`config.mk`:
```
export PLATFORM = sky130hd
export DESIGN_NAME = c_ternary_accumulate4
export DESIGN_NICKNAME = d
export VERILOG_FILES = /design/src/rtl/c_ternary_accumulate4.sv
export SDC_FILE = /design/constraint.sdc
export NUM_CORES = 1
export LEC_CHECK = 0
export CAP_MARGIN = 15
export CORE_UTILIZATION = 40
export CTS_BUF_LIST = sky130_fd_sc_hd__clkbuf_16
export CTS_CLUSTER_SIZE = 40
export DETAILED_ROUTE_END_ITERATION = 8
export DONT_BUFFER_PORTS = 1
export GPL_TIMING_DRIVEN = 0
export PLACE_DENSITY = 0.52
export REMOVE_ABC_BUFFERS = 1
export SYNTH_ARGS = -nofsm -noshare
export SYNTH_HDL_FRONTEND = slang
export SYNTH_SLANG_ARGS = --single-unit
```
`constraint.sdc`:
```
create_clock -name clk_i -period 3.1 [get_ports clk_i]
set_input_delay 0.465 -clock clk_i [delete_from_list [all_inputs] [get_ports clk_i]]
set_output_delay 0.465 -clock clk_i [all_outputs]
set_load 0.03 [all_outputs]
```
`src/rtl/c_ternary_accumulate4.sv`:
```
// Trit-serial 4-trit balanced-ternary accumulator: adds or subtracts one word per
// handshake, one trit per cycle, and commits the running sum with wrap or saturate.
module c_ternary_accumulate4 #(
  parameter bit SATURATE = 1'b0
) (
  input  logic       clk_i,
  input  logic       rst_i,
  input  logic       clear_i,
  input  logic       in_valid_i,
  output logic       in_ready_o,
  input  logic [7:0] in_word_i,
  input  logic       in_sub_i,
  output logic       out_valid_o,
  input  logic       out_ready_i,
  output logic [7:0] out_word_o,
  output logic       out_ovf_o,
  output logic       out_err_o
);

  localparam logic [1:0] ST_IDLE  = 2'd0;
  localparam logic [1:0] ST_ADD   = 2'd1;
  localparam logic [1:0] ST_DONE  = 2'd2;
  localparam logic [7:0] ACC_ZERO = 8'hFF;
  localparam logic [7:0] ACC_MAX  = 8'hAA;
  localparam logic [7:0] ACC_MIN  = 8'h55;

  // Trit code to value; the illegal 00 code reads as 0.
  function automatic logic signed [2:0] trit_val(input logic [1:0] t);
    case (t)
      2'b01:   trit_val = -3'sd1;
      2'b10:   trit_val = 3'sd1;
      default: trit_val = 3'sd0;
    endcase
  endfunction

  function automatic logic [1:0] trit_enc(input logic signed [2:0] v);
    case (v)
      -3'sd1:  trit_enc = 2'b01;
      3'sd1:   trit_enc = 2'b10;
      default: trit_enc = 2'b11;
    endcase
  endfunction

  function automatic logic [7:0] word_neg(input logic [7:0] w);
    for (int k = 0; k < 4; k++) begin
      case (w[2*k +: 2])
        2'b01:   word_neg[2*k +: 2] = 2'b10;
        2'b10:   word_neg[2*k +: 2] = 2'b01;
        default: word_neg[2*k +: 2] = w[2*k +: 2];
      endcase
    end
  endfunction

  logic [1:0]        state_q, state_d;
  logic [7:0]        acc_q, acc_d;
  logic [7:0]        op_q, op_d;
  logic [7:0]        shadow_q, shadow_d;
  logic signed [2:0] carry_q, carry_d;
  logic [1:0]        idx_q, idx_d;
  logic              err_q, err_d;
  logic              out_valid_q, out_valid_d;
  logic              out_ovf_q, out_ovf_d;
  logic              out_err_q, out_err_d;

  logic [1:0]        op_trit_s, acc_trit_s;
  logic              trit_err_s;
  logic signed [2:0] sum_s, digit_s, carry_nx_s;
  logic [7:0]        step_shadow_s, commit_s;

  // One digit step of the serial adder at trit position idx_q.
  always_comb begin
    op_trit_s  = op_q[{idx_q, 1'b0} +: 2];
    acc_trit_s = acc_q[{idx_q, 1'b0} +: 2];
    trit_err_s = (op_trit_s == 2'b00);
    sum_s      = trit_val(acc_trit_s) + trit_val(op_trit_s) + carry_q;
    case (sum_s)
      -3'sd3:  begin digit_s = 3'sd0;  carry_nx_s = -3'sd1; end
      -3'sd2:  begin digit_s = 3'sd1;  carry_nx_s = -3'sd1; end
      -3'sd1:  begin digit_s = -3'sd1; carry_nx_s = 3'sd0;  end
      3'sd1:   begin digit_s = 3'sd1;  carry_nx_s = 3'sd0;  end
      3'sd2:   begin digit_s = -3'sd1; carry_nx_s = 3'sd1;  end
      3'sd3:   begin digit_s = 3'sd0;  carry_nx_s = 3'sd1;  end
      default: begin digit_s = 3'sd0;  carry_nx_s = 3'sd0;  end
    endcase
    for (int k = 0; k < 4; k++) begin
      if (idx_q == 2'(k)) begin
        step_shadow_s[2*k +: 2] = trit_enc(digit_s);
      end else begin
        step_shadow_s[2*k +: 2] = shadow_q[2*k +: 2];
      end
    end
    if (SATURATE && (carry_nx_s != 3'sd0)) begin
      commit_s = (carry_nx_s > 3'sd0) ? ACC_MAX : ACC_MIN;
    end else begin
      commit_s = step_shadow_s;
    end
  end

  // Next-state logic; clear overrides every state and the input handshake.
  always_comb begin
    state_d     = state_q;
    acc_d       = acc_q;
    op_d        = op_q;
    shadow_d    = shadow_q;
    carry_d     = carry_q;
    idx_d       = idx_q;
    err_d       = err_q;
    out_valid_d = out_valid_q;
    out_ovf_d   = out_ovf_q;
    out_err_d   = out_err_q;
    if (clear_i) begin
      state_d     = ST_IDLE;
      acc_d       = ACC_ZERO;
      out_valid_d = 1'b0;
      out_ovf_d   = 1'b0;
      out_err_d   = 1'b0;
    end else begin
      case (state_q)
        ST_IDLE: begin
          if (in_valid_i) begin
            op_d     = in_sub_i ? word_neg(in_word_i) : in_word_i;
            shadow_d = acc_q;
            carry_d  = 3'sd0;
            idx_d    = 2'd0;
            err_d    = 1'b0;
            state_d  = ST_ADD;
          end else begin
            state_d = ST_IDLE;
          end
        end
        ST_ADD: begin
          shadow_d = step_shadow_s;
          carry_d  = carry_nx_s;
          err_d    = err_q | trit_err_s;
          idx_d    = idx_q + 2'd1;
          if (idx_q == 2'd3) begin
            state_d     = ST_DONE;
            acc_d       = commit_s;
            out_ovf_d   = (carry_nx_s != 3'sd0);
            out_err_d   = err_q | trit_err_s;
            out_valid_d = 1'b1;
          end else begin
            state_d = ST_ADD;
          end
        end
        ST_DONE: begin
          if (out_ready_i) begin
            state_d     = ST_IDLE;
            out_valid_d = 1'b0;
          end else begin
            state_d = ST_DONE;
          end
        end
        default: begin
          state_d     = ST_IDLE;
          out_valid_d = 1'b0;
        end
      endcase
    end
  end

  // State and datapath registers with synchronous reset.
  always_ff @(posedge clk_i) begin
    if (rst_i) begin
      state_q     <= ST_IDLE;
      acc_q       <= ACC_ZERO;
      op_q        <= ACC_ZERO;
      shadow_q    <= ACC_ZERO;
      carry_q     <= 3'sd0;
      idx_q       <= 2'd0;
      err_q       <= 1'b0;
      out_valid_q <= 1'b0;
      out_ovf_q   <= 1'b0;
      out_err_q   <= 1'b0;
    end else begin
      state_q     <= state_d;
      acc_q       <= acc_d;
      op_q        <= op_d;
      shadow_q    <= shadow_d;
      carry_q     <= carry_d;
      idx_q       <= idx_d;
      err_q       <= err_d;
      out_valid_q <= out_valid_d;
      out_ovf_q   <= out_ovf_d;
      out_err_q   <= out_err_d;
    end
  end

  // Held low for the whole reset assertion, then follows the IDLE state.
  assign in_ready_o  = (state_q == ST_IDLE) && !rst_i;
  assign out_valid_o = out_valid_q;
  assign out_word_o  = acc_q;
  assign out_ovf_o   = out_ovf_q;
  assign out_err_o   = out_err_q;

endmodule

```
# [Word-level counts from Yosys, hierarchy flattened]
# Cells that the tools add are included.
# W data, S select, Z words.
[totals] ff_bits=35 input_bits=14 word_cells=91
[op_classes] addsub=3 eq_ne=28 n_shift=2 n_mux=29 bitwise=3 n_reduce_logical=16
[op_table] operator="$pmux W3 S2" n=5
[op_table] operator="$pmux W2 S2" n=6
[op_table] operator="$eq A2 B2 Y1 const B" n=9
[op_table] operator="$eq A2 B1 Y1 const B" n=8
[op_table] operator="$mux W8" n=2
[op_table] operator="$pmux W8 S2" n=1
[op_table] operator="$shiftx A8 B4 Y2" n=2
[op_table] operator="$mux W2" n=7
[op_table] operator="$eq A3 B3 Y1 const B" n=4
[op_table] operator="$reduce_or A2 Y1" n=5
[op_table] operator="$reduce_and A3 Y1" n=3
[op_table] operator="$add A3 B3 Y3" n=2
[op_table] operator="$eq A3 B1 Y1 const B" n=2
[op_table] operator="$eq A3 B2 Y1 const B" n=2
[op_table] operator="$logic_not A2 Y1" n=3
[op_table] operator="$ne A2 B2 Y1 const B" n=3
[op_table] operator="$pmux W2 S3" n=1
[op_table] operator="$mux W1" n=4
[op_table] operator="$mux W3" n=1
[op_table] operator="$pmux W1 S3" n=1
[op_table] operator="$reduce_bool A3 Y1" n=1
[op_table] operator="$add A2 B1 Y2 const B" n=1
[op_table] operator="$not A1 Y1" n=2
[op_table] operator="$pmux W1 S2" n=1
[op_table] operator="other kinds (5)" n=5

# [Logic depth before layout (Yosys ltp)]
# Gate-level depths: netlist of the first run.
[depth] depth_word=12 ltp_mapped=12

# [Worst setup path before layout of the first run]
# Ideal clock, no wire load.
[synth_timing] path_type="reg2reg" from="register idx_q[0]" to="register carry_q[1]" setup_ns=0.128 arrival_ns=3.036 required_time_ns=2.972 path_slack_ns=-0.064 path_stages_with_launch=13 path_buffers=1 period_less_slack_ns=3.164 cell_sequence="dfxtp_1 clkbuf_1 mux4_2 inv_1 ha_1 inv_1 fa_1 inv_1 ha_1 nor2b_1 or2_2 a32oi_1 nor2_1"
[synth_between] elab_chain_cells=9 elab_cells_between_ends=18 classes_between="add/sub (2); eq/ne (8); shift (2); mux (4); reduce/logical (2)"
[synth_rtl] item="start: declaration" line_no="59" rtl="logic [1:0] idx_q, idx_d;"
[synth_rtl] item="start signal: assignment" line_no="181" rtl="idx_q <= idx_d;"
[synth_rtl] item="$shiftx A8 B4 Y2 (on tied branches)" line_no="73, 72"
[synth_rtl] item="$eq A2 B2 Y1 or $eq A2 B1 Y1 (tied branches)" line_no="29" rtl="case (t)"
[synth_rtl] item="$pmux W3 S2" line_no="29"
[synth_rtl] item="$add A3 B3 Y3 (*) (2 in a row)" line_no="75" rtl="sum_s = trit_val(acc_trit_s) + trit_val(op_trit_s) + carry_q;"
[synth_rtl] item="$eq A3 B2 Y1 or $eq A3 B3 Y1 (tied branches)" line_no="76" rtl="case (sum_s)"
[synth_rtl] item="$reduce_or A2 Y1 (no source line)"
[synth_rtl] item="$pmux W3 S2 (*)" line_no="76"
[synth_rtl] item="$pmux W3 S2 (*)" line_no="118" rtl="case (state_q)"
[synth_rtl] item="end signal: assignment" line_no="180" rtl="carry_q <= carry_d;"
[synth_rtl] item="end: declaration" line_no="58" rtl="logic signed [2:0] carry_q, carry_d;"
# Mark *: on every way between the ends. The rest lies on a longest branch, timed or not.
# A chain may end at the register's enable or synchronous reset.

# [Worst setup path after layout of the first run]
[layout_timing] from="register idx_q[0]" to="register shadow_q[4]"
[layout_between] elab_chain_cells=12 elab_cells_between_ends=23 classes_between="add/sub (2); eq/ne (11); shift (2); mux (6); reduce/logical (2)"
[layout_rtl] item="$shiftx A8 B4 Y2 (on tied branches)" line_no="73, 72"
[layout_rtl] item="$eq A2 B2 Y1 or $eq A2 B1 Y1 (tied branches)" line_no="29"
[layout_rtl] item="$pmux W3 S2" line_no="29"
[layout_rtl] item="$add A3 B3 Y3 (2 in a row)" line_no="75"
[layout_rtl] item="$eq A3 B2 Y1 (tied with other cells)" line_no="76"
[layout_rtl] item="$reduce_or A2 Y1 (no source line)"
[layout_rtl] item="$pmux W3 S2" line_no="76"
[layout_rtl] item="$eq A3 B1 Y1 or $eq A3 B3 Y1 (tied branches)" line_no="37" rtl="case (v)"
[layout_rtl] item="$pmux W2 S2" line_no="37"
[layout_rtl] item="$mux W2 (*)" line_no="86" rtl="if (idx_q == 2'(k)) begin"
[layout_rtl] item="$pmux W8 S2 (*)" line_no="118"
[layout_rtl] item="end signal: assignment" line_no="179" rtl="shadow_q <= shadow_d;"
[layout_rtl] item="end: declaration" line_no="57" rtl="logic [7:0] shadow_q, shadow_d;"
# Marked as above.

==> impl_results.html, run 1 <==
<table>
<tr><th>Metric</th><th>Value</th></tr>
<tr><th colspan="2">Worst setup path</th></tr>
<tr><td>Slowest Stage Delay on Critical Path</td><td>0.53 ns</td></tr>
<tr><td>Critical Setup Path Class</td><td>reg2reg</td></tr>
<tr><td>Endpoint kind of the worst setup timing path</td><td>register</td></tr>
<tr><td>Launching point of the worst reg2reg path</td><td>idx_q[0]</td></tr>
<tr><td>Worst R2R End</td><td>shadow_q[4]</td></tr>
<tr><td>Critical path required time</td><td>3.28 ns</td></tr>
<tr><td>Reg2reg setup slack</td><td>0.05 ns</td></tr>
<tr><td>Chain of cells forming the critical path</td><td>buf_6, mux4_2, ha_4, inv_2, fa_1, buf_4, xor3_2, mux2i_4, buf_12, a21oi_2, o41ai_2</td></tr>
<tr><td>CP delay by family, top</td><td>multiplexers</td></tr>
<tr><td>Data arrival time at the worst-slack endpoint</td><td>3.23 ns</td></tr>
<tr><td>Depth of the worst register-to-register path</td><td>11</td></tr>
<tr><td>Largest fanout on the critical path</td><td>7</td></tr>
<tr><td>Sum of buffers and inverters on the critical path</td><td>4</td></tr>
<tr><td>CP Launch Type</td><td>register</td></tr>
<tr><td>Cell with the largest stage delay on the worst path</td><td>sky130_fd_sc_hd__mux4_2</td></tr>
<tr><th colspan="2">GRT</th></tr>
<tr><td>Total congestion overflow after global routing</td><td>0</td></tr>
<tr><td>Largest net degree at the start of global routing</td><td>26</td></tr>
<tr><td>Initial antenna violation count</td><td>0</td></tr>
<tr><td>Via count of the first global-routing pass</td><td>1464</td></tr>
<tr><td>GR Util All Layers</td><td>20.16%</td></tr>
<tr><td>First-pass GRT wire length</td><td>7590 um</td></tr>
<tr><th colspan="2">Logic synthesis</th></tr>
<tr><td>Synth area leader</td><td>sky130_fd_sc_hd__dfxtp_1</td></tr>
<tr><td>Sequential element share of the synthesized area</td><td>35.38%</td></tr>
<tr><td>Gate count of the mapped netlist</td><td>206</td></tr>
<tr><td>Complex-gate fraction of the synthesized area</td><td>20.87%</td></tr>
<tr><td>Fraction of synthesized area in multiplexers</td><td>11.20%</td></tr>
<tr><td>Top_reg_cell synth</td><td>sky130_fd_sc_hd__dfxtp_1</td></tr>
<tr><td>Total of flip-flops plus latches after synthesis</td><td>32</td></tr>
<tr><td>Number of enable-type register cells in the synthesized netlist</td><td>0</td></tr>
<tr><td>Most common cell in the netlist</td><td>sky130_fd_sc_hd__dfxtp_1</td></tr>
<tr><td>Post-Synth XOR/XNOR Area</td><td>2.764%</td></tr>
<tr><td>Asr flop ratio synth</td><td>0%</td></tr>
<tr><td>Dominant combinational cell family by area after synthesis</td><td>compound AO/OA/AOI/OAI gates</td></tr>
<tr><td>Adder-cell share of the synthesized area</td><td>7.740%</td></tr>
<tr><td>Post-synthesis share of cell area spent on and, or, nand and nor gates</td><td>17.00%</td></tr>
<tr><td>Average instance area after synthesis</td><td>8.789 um^2</td></tr>
<tr><td>Top area cells in the synthesized netlist</td><td>sky130_fd_sc_hd__dfxtp_1 35%, sky130_fd_sc_hd__a21oi_1 6.4%, sky130_fd_sc_hd__nor2_1 5.6%, sky130_fd_sc_hd__ha_1 5.5%, sky130_fd_sc_hd__mux2i_1 5.0%</td></tr>
<tr><td>Area of the mapped netlist</td><td>0.001810 mm^2</td></tr>
<tr><td>Post-synthesis cell type count</td><td>32</td></tr>
<tr><td>Yosys warning count</td><td>0</td></tr>
<tr><td>Share of Yosys cell area claimed by the top area cell type</td><td>35.38%</td></tr>
<tr><td>Top cells by instance count after synthesis</td><td>32 x sky130_fd_sc_hd__dfxtp_1, 27 x sky130_fd_sc_hd__nor2_1, 23 x sky130_fd_sc_hd__a21oi_1, 21 x sky130_fd_sc_hd__nand2_1, 11 x sky130_fd_sc_hd__inv_1</td></tr>
<tr><th colspan="2">STA</th></tr>
<tr><td>Tightest slew margin relative to the limit</td><td>34.50%</td></tr>
<tr><td>RSZ-0062 raised after global routing</td><td>yes</td></tr>
<tr><td>Post-layout minimum cycle time</td><td>3.051 ns</td></tr>
<tr><td>Highest attainable clock frequency</td><td>0.3277 GHz</td></tr>
<tr><td>Skew final</td><td>0.005766 ns</td></tr>
<tr><td>Least-Margin Pin Slew</td><td>0.9805 ns</td></tr>
<tr><td>Number of failing hold endpoints at the final stage</td><td>0</td></tr>
<tr><td>Worst setup slack after layout</td><td>0.04889 ns</td></tr>
<tr><td>Final setup violation count</td><td>0</td></tr>
<tr><td>Ratio of final minimum period to clock period</td><td>98.42%</td></tr>
<tr><td>Worst Hold Margin</td><td>0.2573 ns</td></tr>
<tr><td>Max Transition Viols Final</td><td>0</td></tr>
<tr><th colspan="2">Clock network</th></tr>
<tr><td>Clock Pin Slew Worst Setup and Hold Paths</td><td>0.05 ns</td></tr>
<tr><td>Number of H-tree levels</td><td>2</td></tr>
<tr><td>CTS Buf Count</td><td>5</td></tr>
<tr><td>Clk buf depth</td><td>2</td></tr>
<tr><td>CTS Sinks</td><td>32</td></tr>
<tr><td>Clk root buf</td><td>sky130_fd_sc_hd__clkbuf_16</td></tr>
<tr><td>Clock latency on the worst-skew pair</td><td>0.28 ns</td></tr>
<tr><td>Hold buffer count at cts</td><td>0</td></tr>
<tr><td>CTS tree</td><td>done</td></tr>
<tr><th colspan="2">Min path</th></tr>
<tr><td>Type of the most critical hold path</td><td>in2reg</td></tr>
<tr><td>Worst min-delay path endpoint</td><td>idx_q[0]</td></tr>
<tr><td>Number of stages on the worst hold path</td><td>1</td></tr>
<tr><td>Launch instance of the worst min-delay path</td><td>rst_i</td></tr>
<tr><th colspan="2">Drt</th></tr>
<tr><td>Iter 0 DRT Violations</td><td>88</td></tr>
<tr><td>Final Routed Wirelength</td><td>4399 um</td></tr>
<tr><td>Pre-Repair DR Iteration Count</td><td>4</td></tr>
<tr><td>Via density per instance</td><td>5.771</td></tr>
<tr><td>Via total after detailed routing</td><td>1512</td></tr>
<tr><td>Remaining number of nets flagged by the antenna check after routing</td><td>0</td></tr>
<tr><td>DRC errors left</td><td>0</td></tr>
<tr><td>Post-detailed-route wirelength per cell</td><td>16.79 um</td></tr>
<tr><th colspan="2">Power and ir drop</th></tr>
<tr><td>Leak pwr</td><td>0.0008503 uW</td></tr>
<tr><td>Pwr per Cell Area</td><td>522.2 mW/mm^2</td></tr>
<tr><td>VDD IR-drop max</td><td>217.0 uV</td></tr>
<tr><th colspan="2">Place</th></tr>
<tr><td>Buffers on Ports</td><td>0</td></tr>
<tr><td>HPWL Detailed</td><td>3024 um</td></tr>
<tr><td>Cell count after placement</td><td>246</td></tr>
<tr><td>Routability Congestion</td><td>0.7981</td></tr>
<tr><td>Placement Cell Area</td><td>0.001833 mm^2</td></tr>
<tr><td>Place WS</td><td>-0.2985 ns</td></tr>
<tr><th colspan="2">Final layout</th></tr>
<tr><td>Layout overhead on the synthesized area</td><td>20.18%</td></tr>
<tr><td>Number of nets in the final layout</td><td>233</td></tr>
<tr><td>Final design area excluding fillers</td><td>0.002176 mm^2</td></tr>
<tr><td>Area taken by flip-flops and latches</td><td>650.6 um^2</td></tr>
<tr><td>Number of fillers in the final layout</td><td>394</td></tr>
<tr><td>N_diodes</td><td>0</td></tr>
<tr><td>Number of standard cells in the final layout excluding fillers</td><td>262</td></tr>
<tr><td>Footprint of the multi-input gates</td><td>0.001171 mm^2</td></tr>
<tr><td>Fraction of the core area covered by cells at the end of the flow</td><td>49.97%</td></tr>
<tr><td>Ratio of cells with drive above 1 in the final layout</td><td>23.33%</td></tr>
<tr><th colspan="2">Floorplanning</th></tr>
<tr><td>Row count</td><td>24</td></tr>
<tr><td>Initial Utilization</td><td>41.58%</td></tr>
<tr><td>IO Count</td><td>26</td></tr>
<tr><td>Die area</td><td>0.004799 mm^2</td></tr>
<tr><td>Chip height</td><td>69.28 um</td></tr>
<tr><td>Die Width</td><td>69.28 um</td></tr>
<tr><td>Core outline area</td><td>0.004354 mm^2</td></tr>
<tr><th colspan="2">Run</th></tr>
<tr><td>Max-capacitance violation count</td><td>0</td></tr>
<tr><th colspan="2">Run status</th></tr>
<tr><td>Outcome</td><td>complete, no violations</td></tr>
</table>
state kept, by name, indices dropped and copies added (netlist names):
name and flops:
state_q 2, out_ovf_o 1, carry_q 2, op_q 8, out_word_o 8, out_err_o 1, idx_q 2, shadow_q 6
err_q 1, out_valid_o 1
report_power, final:
| group | switching (uW) | internal, uW | leakage (uW) |
|---|---|---|---|
| combinational | 83.2 | 73.0 | 0.000505 |
| clock | 170 | 374 | 0.0000850 |
| sequential | 10.5 | 425 | 0.000261 |
layer usage:
metal	up-vias	share of wire [%]	GRT usage [%]
li1	740	-	-
met1	735	48	27.30
met2	30	45	31.39
met3	7	4.8	4.797
met4	0	1.4	7.029
met5	-	0	0
cells in the final DEF (no fill, tap or decap), drive strengths merged, types with 8 or more instances in the layout:
master	n
a211o	8
ha	8
buf	9
nor2	27
a21oi	23
dfxtp	32
mux2i	10
nand2	21
inv	12
nor3	8
area by class of cell:
| class | count | area share [%] |
|---|---|---|
| Clock inverter | 3 | 1.783 |
| Multi-Input combinational cell | 150 | 53.82 |
| Clock buffer | 5 | 5.750 |
| Inverter | 11 | 1.898 |
| Tap cell | 52 | 2.990 |
| Sequential cell | 32 | 29.90 |
| Timing Repair Buffer | 9 | 3.853 |
stage by stage:
stage	total power, uW	TNS [ns]
detailed placement	560.8	-3.464
global route	1184	-0.5676
global placement	556.3	-2.683
floorplan	535.2	0
CTS	1136	-0.1838
finish	1136	0
timing repair:
action	4_1_cts	5_1_grt
endpoints found under the setup margin	17	16
resized for setup	19	15
pin swaps	3	6
setup buffers	7	1
cell families (layout without fill, tap and decap cells):
kind of cell | count (synthesis) | count (layout)
AOI/OAI and AO/OA | 54 | 54
xor gates and xnor gates | 3 | 3
adders and majority gates | 10 | 10
buffers and inverters | 24 | 28
DFF | 32 | 32
muxes | 14 | 14
and+or+nand+nor | 69 | 69
how the worst max path moves through the flow:
stage | from | end | cells past startpoint
5_1_grt | idx_q[0] | shadow_q[2] | 12
2_1_floorplan | idx_q[0] | carry_q[1] | 11
3_5_place_dp | idx_q[0] | shadow_q[2] | 11
3_3_place_gp | idx_q[0] | shadow_q[2] | 11
6_report | idx_q[0] | shadow_q[4] | 11
4_1_cts | idx_q[0] | out_word_o[4] | 12
No activity file was read; power rests on OpenSTA's default activity.
==> run 2, diff against run 1 <==
--- a/config.mk
+++ b/config.mk
@@ -6,13 +6,15 @@
 export NUM_CORES = 1
 export LEC_CHECK = 0
 export CAP_MARGIN = 15
-export CORE_UTILIZATION = 40
+export CELL_PAD_IN_SITES_DETAIL_PLACEMENT = 2
+export CELL_PAD_IN_SITES_GLOBAL_PLACEMENT = 2
+export CORE_UTILIZATION = 34
 export CTS_BUF_LIST = sky130_fd_sc_hd__clkbuf_16
 export CTS_CLUSTER_SIZE = 40
 export DETAILED_ROUTE_END_ITERATION = 8
 export DONT_BUFFER_PORTS = 1
 export GPL_TIMING_DRIVEN = 0
-export PLACE_DENSITY = 0.52
+export PLACE_DENSITY = 0.7
 export REMOVE_ABC_BUFFERS = 1
 export SYNTH_ARGS = -nofsm -noshare
 export SYNTH_HDL_FRONTEND = slang
==> impl_results.html, run 2 (synthesis results as in run 1) <==
<table>
<tr><th>Metric</th><th>Value</th></tr>
<tr><th colspan="2">STA</th></tr>
<tr><td>Skew final</td><td>0.005462 ns</td></tr>
<tr><td>Tightest slew margin relative to the limit</td><td>33.41%</td></tr>
<tr><td>Worst setup slack after layout</td><td>-0.08695 ns</td></tr>
<tr><td>Final setup violation count</td><td>11</td></tr>
<tr><td>Max Transition Viols Final</td><td>0</td></tr>
<tr><td>Sum of negative setup slack</td><td>-0.4998 ns</td></tr>
<tr><td>RSZ-0062 raised after global routing</td><td>yes</td></tr>
<tr><td>Ratio of final minimum period to clock period</td><td>102.8%</td></tr>
<tr><td>Least-Margin Pin Slew</td><td>0.9969 ns</td></tr>
<tr><td>Highest attainable clock frequency</td><td>0.3138 GHz</td></tr>
<tr><td>Number of failing hold endpoints at the final stage</td><td>0</td></tr>
<tr><td>Post-layout minimum cycle time</td><td>3.187 ns</td></tr>
<tr><th colspan="2">Floorplanning</th></tr>
<tr><td>Die area</td><td>0.005621 mm^2</td></tr>
<tr><td>Chip height</td><td>74.97 um</td></tr>
<tr><td>Die Width</td><td>74.97 um</td></tr>
<tr><td>Core outline area</td><td>0.005107 mm^2</td></tr>
<tr><td>Initial Utilization</td><td>35.45%</td></tr>
<tr><td>IO Count</td><td>26</td></tr>
<tr><td>Row count</td><td>26</td></tr>
<tr><th colspan="2">GRT</th></tr>
<tr><td>First-pass GRT wire length</td><td>8514 um</td></tr>
<tr><td>Initial antenna violation count</td><td>0</td></tr>
<tr><td>GR Util All Layers</td><td>21.23%</td></tr>
<tr><td>Total congestion overflow after global routing</td><td>0</td></tr>
<tr><td>Via count of the first global-routing pass</td><td>1673</td></tr>
<tr><td>Largest net degree at the start of global routing</td><td>26</td></tr>
<tr><th colspan="2">Clock network</th></tr>
<tr><td>Clock Pin Slew Worst Setup and Hold Paths</td><td>0.05 ns</td></tr>
<tr><td>Clk root buf</td><td>sky130_fd_sc_hd__clkbuf_16</td></tr>
<tr><td>CTS Sinks</td><td>32</td></tr>
<tr><td>Clk buf depth</td><td>2</td></tr>
<tr><td>Clock latency on the worst-skew pair</td><td>0.28 ns</td></tr>
<tr><td>CTS Buf Count</td><td>5</td></tr>
<tr><td>Number of H-tree levels</td><td>2</td></tr>
<tr><td>Hold buffer count at cts</td><td>0</td></tr>
<tr><td>CTS tree</td><td>done</td></tr>
<tr><th colspan="2">Final layout</th></tr>
<tr><td>Final design area excluding fillers</td><td>0.002120 mm^2</td></tr>
<tr><td>Commonest cells after routing, fill and taps aside</td><td>31 x sky130_fd_sc_hd__dfxtp_1, 26 x sky130_fd_sc_hd__nor2_1, 21 x sky130_fd_sc_hd__nand2_1</td></tr>
<tr><td>N_diodes</td><td>0</td></tr>
<tr><td>Number of nets in the final layout</td><td>231</td></tr>
<tr><td>Commonest non-fill, non-tap cell in the layout</td><td>sky130_fd_sc_hd__dfxtp_1</td></tr>
<tr><td>Layout overhead on the synthesized area</td><td>17.07%</td></tr>
<tr><td>Ratio of cells with drive above 1 in the final layout</td><td>19.32%</td></tr>
<tr><th colspan="2">Worst setup path</th></tr>
<tr><td>Slowest Stage Delay on Critical Path</td><td>0.56 ns</td></tr>
<tr><td>Endpoint kind of the worst setup timing path</td><td>register</td></tr>
<tr><td>Critical Setup Path Class</td><td>reg2reg</td></tr>
<tr><td>Depth of the worst register-to-register path</td><td>11</td></tr>
<tr><td>Chain of cells forming the critical path</td><td>mux4_2, inv_2, ha_4, inv_2, fa_1, buf_4, xor3_2, xor2_4, buf_6, nor2b_4, a41oi_1</td></tr>
<tr><td>Data arrival time at the worst-slack endpoint</td><td>3.29 ns</td></tr>
<tr><td>Sum of buffers and inverters on the critical path</td><td>4</td></tr>
<tr><td>Largest fanout on the critical path</td><td>8</td></tr>
<tr><td>Critical path depth in cells</td><td>11</td></tr>
<tr><td>Critical path required time</td><td>3.20 ns</td></tr>
<tr><td>Worst path most repeated cell</td><td>sky130_fd_sc_hd__inv_2</td></tr>
<tr><td>CP Launch Type</td><td>register</td></tr>
<tr><td>Cell with the largest stage delay on the worst path</td><td>sky130_fd_sc_hd__mux4_2</td></tr>
<tr><td>CP delay by family, top</td><td>XOR/XNOR gates</td></tr>
<tr><th colspan="2">Place</th></tr>
<tr><td>Buffers on Ports</td><td>0</td></tr>
<tr><td>HPWL Detailed</td><td>3931 um</td></tr>
<tr><td>Placement Cell Area</td><td>0.001856 mm^2</td></tr>
<tr><td>Routability Congestion</td><td>0.7387</td></tr>
<tr><td>Place WS</td><td>-0.4639 ns</td></tr>
<tr><th colspan="2">Power and ir drop</th></tr>
<tr><td>VDD IR-drop max</td><td>320.3 uV</td></tr>
<tr><td>Pwr per Cell Area</td><td>500.3 mW/mm^2</td></tr>
<tr><td>Leak pwr</td><td>0.0008189 uW</td></tr>
<tr><th colspan="2">Min path</th></tr>
<tr><td>Number of stages on the worst hold path</td><td>1</td></tr>
<tr><td>Type of the most critical hold path</td><td>in2reg</td></tr>
<tr><th colspan="2">Drt</th></tr>
<tr><td>Post-detailed-route wirelength per cell</td><td>20.01 um</td></tr>
<tr><td>Final Routed Wirelength</td><td>5543 um</td></tr>
<tr><td>Iter 0 DRT Violations</td><td>68</td></tr>
<tr><td>Pre-Repair DR Iteration Count</td><td>4</td></tr>
<tr><td>Via density per instance</td><td>5.574</td></tr>
<tr><td>DRC errors left</td><td>0</td></tr>
<tr><td>Remaining number of nets flagged by the antenna check after routing</td><td>0</td></tr>
<tr><td>Via total after detailed routing</td><td>1544</td></tr>
<tr><th colspan="2">Run status</th></tr>
<tr><td>Violations in the final reports</td><td>negative setup slack</td></tr>
<tr><td>Outcome</td><td>finished with violations</td></tr>
<tr><th colspan="2">Run</th></tr>
<tr><td>Max-capacitance violation count</td><td>0</td></tr>
</table>
==> run 2: changes by cell type in the layout (fill, tap and decap cells not counted), sizes merged <==
cell / before / now
buf: 9 / 7
bufinv: 1 / 0
==> run 2: worst paths after layout <==
check	startpoint	end	slack (ns)
min reg2reg	op_q[3]	op_q[3]	0.46
max	idx_q[0]	shadow_q[1]	-0.09
min	rst_i	idx_q[0]	0.25
max reg2reg	idx_q[0]	shadow_q[1]	-0.09
==> run 2: cell type report <==
type / instances / area [um^2]
flip-flops and latches: 32 / 644.4
multi-input cells: 150 / 1144
well taps: 70 / 87.58
repair buffers: 7 / 68.82
fillers: 573 / 2988
clock inverters: 2 / 8.758
clock buffers: 5 / 125.1
inverters: 11 / 41.29
==> run 2: through the flow <==
step | hold WS, ns | power [uW] | utilization [%] | instances
after CTS | 0.2434 | 1038 | 39.49 | 273
after global placement | 0.4407 | 558.7 | 36.18 | 263
final | 0.2531 | 1060 | 41.50 | 277
after global routing | 0.2437 | 1102 | 41.50 | 277
after detailed placement | 0.4509 | 568.7 | 36.33 | 264
after floorplan | 0.4298 | 535.2 | - | 193
==> run 2: report_power, final <==
part	internal (uW)	switching [uW]	total, uW
sequential	426	12.2	438
clock	288	172	460
combinational	77.7	84.6	162
==> run 2: what timing repair did <==
| action | 4_1_cts | 5_1_grt |
|---|---|---|
| resized for setup | 6 | 16 |
| setup buffers | 2 | 4 |
| endpoints found under the setup margin | 17 | 16 |
| endpoints found under the hold margin | 0 | 0 |
| pin swaps | 1 | 10 |
==> run 2: metal layers <==
metal,part of all wire (%),up-vias,GRT usage [%]
li1,-,726,-
met1,44,799,25.93
met2,53,15,36.34
met3,2.5,4,6.024
met4,0.69,0,6.289
met5,0,-,0
==> run 3, diff against run 2 <==
--- a/config.mk
+++ b/config.mk
@@ -13,7 +13,6 @@
 export CTS_CLUSTER_SIZE = 40
 export DETAILED_ROUTE_END_ITERATION = 8
 export DONT_BUFFER_PORTS = 1
-export GPL_TIMING_DRIVEN = 0
 export PLACE_DENSITY = 0.7
 export REMOVE_ABC_BUFFERS = 1
 export SYNTH_ARGS = -nofsm -noshare
==> impl_results.html, run 3 (synthesis results as in run 1) <==
<table>
<tr><th>Metric</th><th>Value</th></tr>
<tr><th colspan="2">Power and ir drop</th></tr>
<tr><td>Pwr per Cell Area</td><td>467.6 mW/mm^2</td></tr>
<tr><td>VDD IR-drop max</td><td>327.1 uV</td></tr>
<tr><td>Leak pwr</td><td>0.0008841 uW</td></tr>
<tr><th colspan="2">Place</th></tr>
<tr><td>HPWL Detailed</td><td>4254 um</td></tr>
<tr><td>Buffers on Ports</td><td>0</td></tr>
<tr><td>Cell count after placement</td><td>275</td></tr>
<tr><td>Routability Congestion</td><td>0.7894</td></tr>
<tr><th colspan="2">STA</th></tr>
<tr><td>Worst setup slack after layout</td><td>-0.02130 ns</td></tr>
<tr><td>Final setup violation count</td><td>1</td></tr>
<tr><td>Highest attainable clock frequency</td><td>0.3204 GHz</td></tr>
<tr><td>RSZ-0062 raised after global routing</td><td>yes</td></tr>
<tr><td>Post-layout minimum cycle time</td><td>3.121 ns</td></tr>
<tr><td>Ratio of final minimum period to clock period</td><td>100.7%</td></tr>
<tr><td>Least-Margin Pin Slew</td><td>0.9418 ns</td></tr>
<tr><td>Skew final</td><td>0.007593 ns</td></tr>
<tr><td>Number of failing hold endpoints at the final stage</td><td>0</td></tr>
<tr><td>Max Transition Viols Final</td><td>0</td></tr>
<tr><td>Tightest slew margin relative to the limit</td><td>36.55%</td></tr>
<tr><th colspan="2">Worst setup path</th></tr>
<tr><td>Slowest Stage Delay on Critical Path</td><td>0.54 ns</td></tr>
<tr><td>Critical Setup Path Class</td><td>reg2reg</td></tr>
<tr><td>Depth of the worst register-to-register path</td><td>12</td></tr>
<tr><td>CP Launch Type</td><td>register</td></tr>
<tr><td>Chain of cells forming the critical path</td><td>mux4_2, inv_2, ha_4, inv_2, fa_1, inv_1, ha_2, xor3_2, mux2i_4, buf_6, a21oi_2, o41ai_2</td></tr>
<tr><td>Cell with the largest stage delay on the worst path</td><td>sky130_fd_sc_hd__mux4_2</td></tr>
<tr><td>Launching point of the worst reg2reg path</td><td>idx_q[0]</td></tr>
<tr><td>Largest fanout on the critical path</td><td>6</td></tr>
<tr><td>Worst R2R End</td><td>shadow_q[2]</td></tr>
<tr><td>Source of the critical timing path</td><td>idx_q[0]</td></tr>
<tr><td>Critical path required time</td><td>3.28 ns</td></tr>
<tr><td>Data arrival time at the worst-slack endpoint</td><td>3.30 ns</td></tr>
<tr><td>Worst path most repeated cell</td><td>sky130_fd_sc_hd__inv_2</td></tr>
<tr><td>CP delay by family, top</td><td>multiplexers</td></tr>
<tr><td>Sum of buffers and inverters on the critical path</td><td>4</td></tr>
<tr><td>Endpoint kind of the worst setup timing path</td><td>register</td></tr>
<tr><td>Reg2reg setup slack</td><td>-0.02 ns</td></tr>
<tr><th colspan="2">Final layout</th></tr>
<tr><td>Number of nets in the final layout</td><td>244</td></tr>
<tr><td>Commonest non-fill, non-tap cell in the layout</td><td>sky130_fd_sc_hd__dfxtp_1</td></tr>
<tr><td>Layout overhead on the synthesized area</td><td>25.50%</td></tr>
<tr><td>Ratio of cells with drive above 1 in the final layout</td><td>25.91%</td></tr>
<tr><td>Fraction of the core area covered by cells at the end of the flow</td><td>44.49%</td></tr>
<tr><td>N_diodes</td><td>0</td></tr>
<tr><td>Number of standard cells in the final layout excluding fillers</td><td>290</td></tr>
<tr><td>Commonest cells after routing, fill and taps aside</td><td>31 x sky130_fd_sc_hd__dfxtp_1, 27 x sky130_fd_sc_hd__nor2_1, 21 x sky130_fd_sc_hd__nand2_1</td></tr>
<tr><th colspan="2">Drt</th></tr>
<tr><td>Final Routed Wirelength</td><td>6186 um</td></tr>
<tr><td>Remaining number of nets flagged by the antenna check after routing</td><td>0</td></tr>
<tr><td>Via density per instance</td><td>5.728</td></tr>
<tr><td>Pre-Repair DR Iteration Count</td><td>4</td></tr>
<tr><td>Post-detailed-route wirelength per cell</td><td>21.33 um</td></tr>
<tr><td>Via total after detailed routing</td><td>1661</td></tr>
<tr><td>Iter 0 DRT Violations</td><td>51</td></tr>
<tr><td>DRC errors left</td><td>0</td></tr>
<tr><th colspan="2">Floorplanning</th></tr>
<tr><td>IO Count</td><td>26</td></tr>
<tr><td>Row count</td><td>26</td></tr>
<tr><td>Core outline area</td><td>0.005107 mm^2</td></tr>
<tr><td>Die area</td><td>0.005621 mm^2</td></tr>
<tr><td>Initial Utilization</td><td>35.45%</td></tr>
<tr><td>Die Width</td><td>74.97 um</td></tr>
<tr><td>Chip height</td><td>74.97 um</td></tr>
<tr><th colspan="2">GRT</th></tr>
<tr><td>Via count of the first global-routing pass</td><td>1787</td></tr>
<tr><td>Initial antenna violation count</td><td>0</td></tr>
<tr><td>Total congestion overflow after global routing</td><td>0</td></tr>
<tr><td>GR Util All Layers</td><td>23.11%</td></tr>
<tr><td>First-pass GRT wire length</td><td>9439 um</td></tr>
<tr><td>Largest net degree at the start of global routing</td><td>26</td></tr>
<tr><th colspan="2">Min path</th></tr>
<tr><td>Launch instance of the worst min-delay path</td><td>rst_i</td></tr>
<tr><td>Worst min-delay path endpoint</td><td>idx_q[0]</td></tr>
<tr><td>Type of the most critical hold path</td><td>in2reg</td></tr>
<tr><td>Number of stages on the worst hold path</td><td>1</td></tr>
<tr><th colspan="2">Clock network</th></tr>
<tr><td>Clk root buf</td><td>sky130_fd_sc_hd__clkbuf_16</td></tr>
<tr><td>CTS Sinks</td><td>32</td></tr>
<tr><td>Clk buf depth</td><td>2</td></tr>
<tr><td>CTS tree</td><td>done</td></tr>
<tr><td>Number of H-tree levels</td><td>2</td></tr>
<tr><td>Clock latency on the worst-skew pair</td><td>0.27 ns</td></tr>
<tr><td>CTS Buf Count</td><td>5</td></tr>
<tr><td>Clock Pin Slew Worst Setup and Hold Paths</td><td>0.05 ns</td></tr>
<tr><th colspan="2">Run status</th></tr>
<tr><td>Outcome</td><td>finished with violations</td></tr>
<tr><td>Violations in the final reports</td><td>negative setup slack</td></tr>
<tr><th colspan="2">Run</th></tr>
<tr><td>Max-capacitance violation count</td><td>0</td></tr>
</table>
[run 3: cell count changes in the layout (fill, tap and decap cells not counted), moves of 2 or more]
cell                       change
sky130_fd_sc_hd__a41oi_1       -2
sky130_fd_sc_hd__inv_1         -2
sky130_fd_sc_hd__clkinv_1      +2
sky130_fd_sc_hd__buf_4        +10
sky130_fd_sc_hd__a41oi_2       +2
sky130_fd_sc_hd__buf_6         +3
[run 3: final cells by class]
type	instances	area (um^2)
Inverter	11	41.29
Tap cell	70	87.58
Clock inverter	2	7.507
Multi-Input combinational cell	150	1189
Fill cell	561	2835
Timing Repair Buffer	20	177.7
Sequential cell	32	644.4
Clock buffer	5	125.1
[run 3: power breakdown]
| group | total (uW) | switching, uW | internal, uW |
|---|---|---|---|
| clock | 453 | 166 | 287 |
| sequential | 438 | 12.2 | 426 |
| combinational | 172 | 91.8 | 80.0 |
[run 3: worst max-delay path by stage]
stage,to,cells after the start,slack (ns)
2_1_floorplan,carry_q[1],11,0.08
6_report,shadow_q[2],12,-0.02
5_1_grt,shadow_q[2],12,-0.16
3_5_place_dp,out_word_o[1],11,-0.24
4_1_cts,out_word_o[1],12,-0.13
3_3_place_gp,shadow_q[2],11,-0.01
[run 3: per-layer routing]
layer  up-vias  share of wire, %  global-route usage (%)
met1       870                43                   28.06
met2        26                52                   40.64
li1        754                 -                       -
met3        11               3.3                   5.756
met4         0               1.6                   6.289
met5         -                 0                       0
[run 3: repair_timing]
action / in CTS / in global routing
setup buffers: 7 / 1
endpoints found under the hold margin: 0 / 0
pin swaps: 12 / 8
hold buffers: 0 / 0
gates resized for setup: 22 / 12
endpoints found under the setup margin: 17 / 17
[run 3: through the flow]
stage          instance area, um^2  TNS [ns]  setup WS [ns]  hold slack, ns  power, uW
6_report                      2272  -0.02130       -0.02130          0.2588       1063
5_1_grt                       2272    -1.191        -0.1592          0.2542       1108
4_1_cts                       2211   -0.6854        -0.1307          0.2516       1058
3_5_place_dp                  1938    -2.178        -0.2371          0.4544      570.5
3_3_place_gp                  1938  -0.03595       -0.01234          0.4431      561.4
2_1_floorplan                 1760         0        0.07739          0.4298      535.2
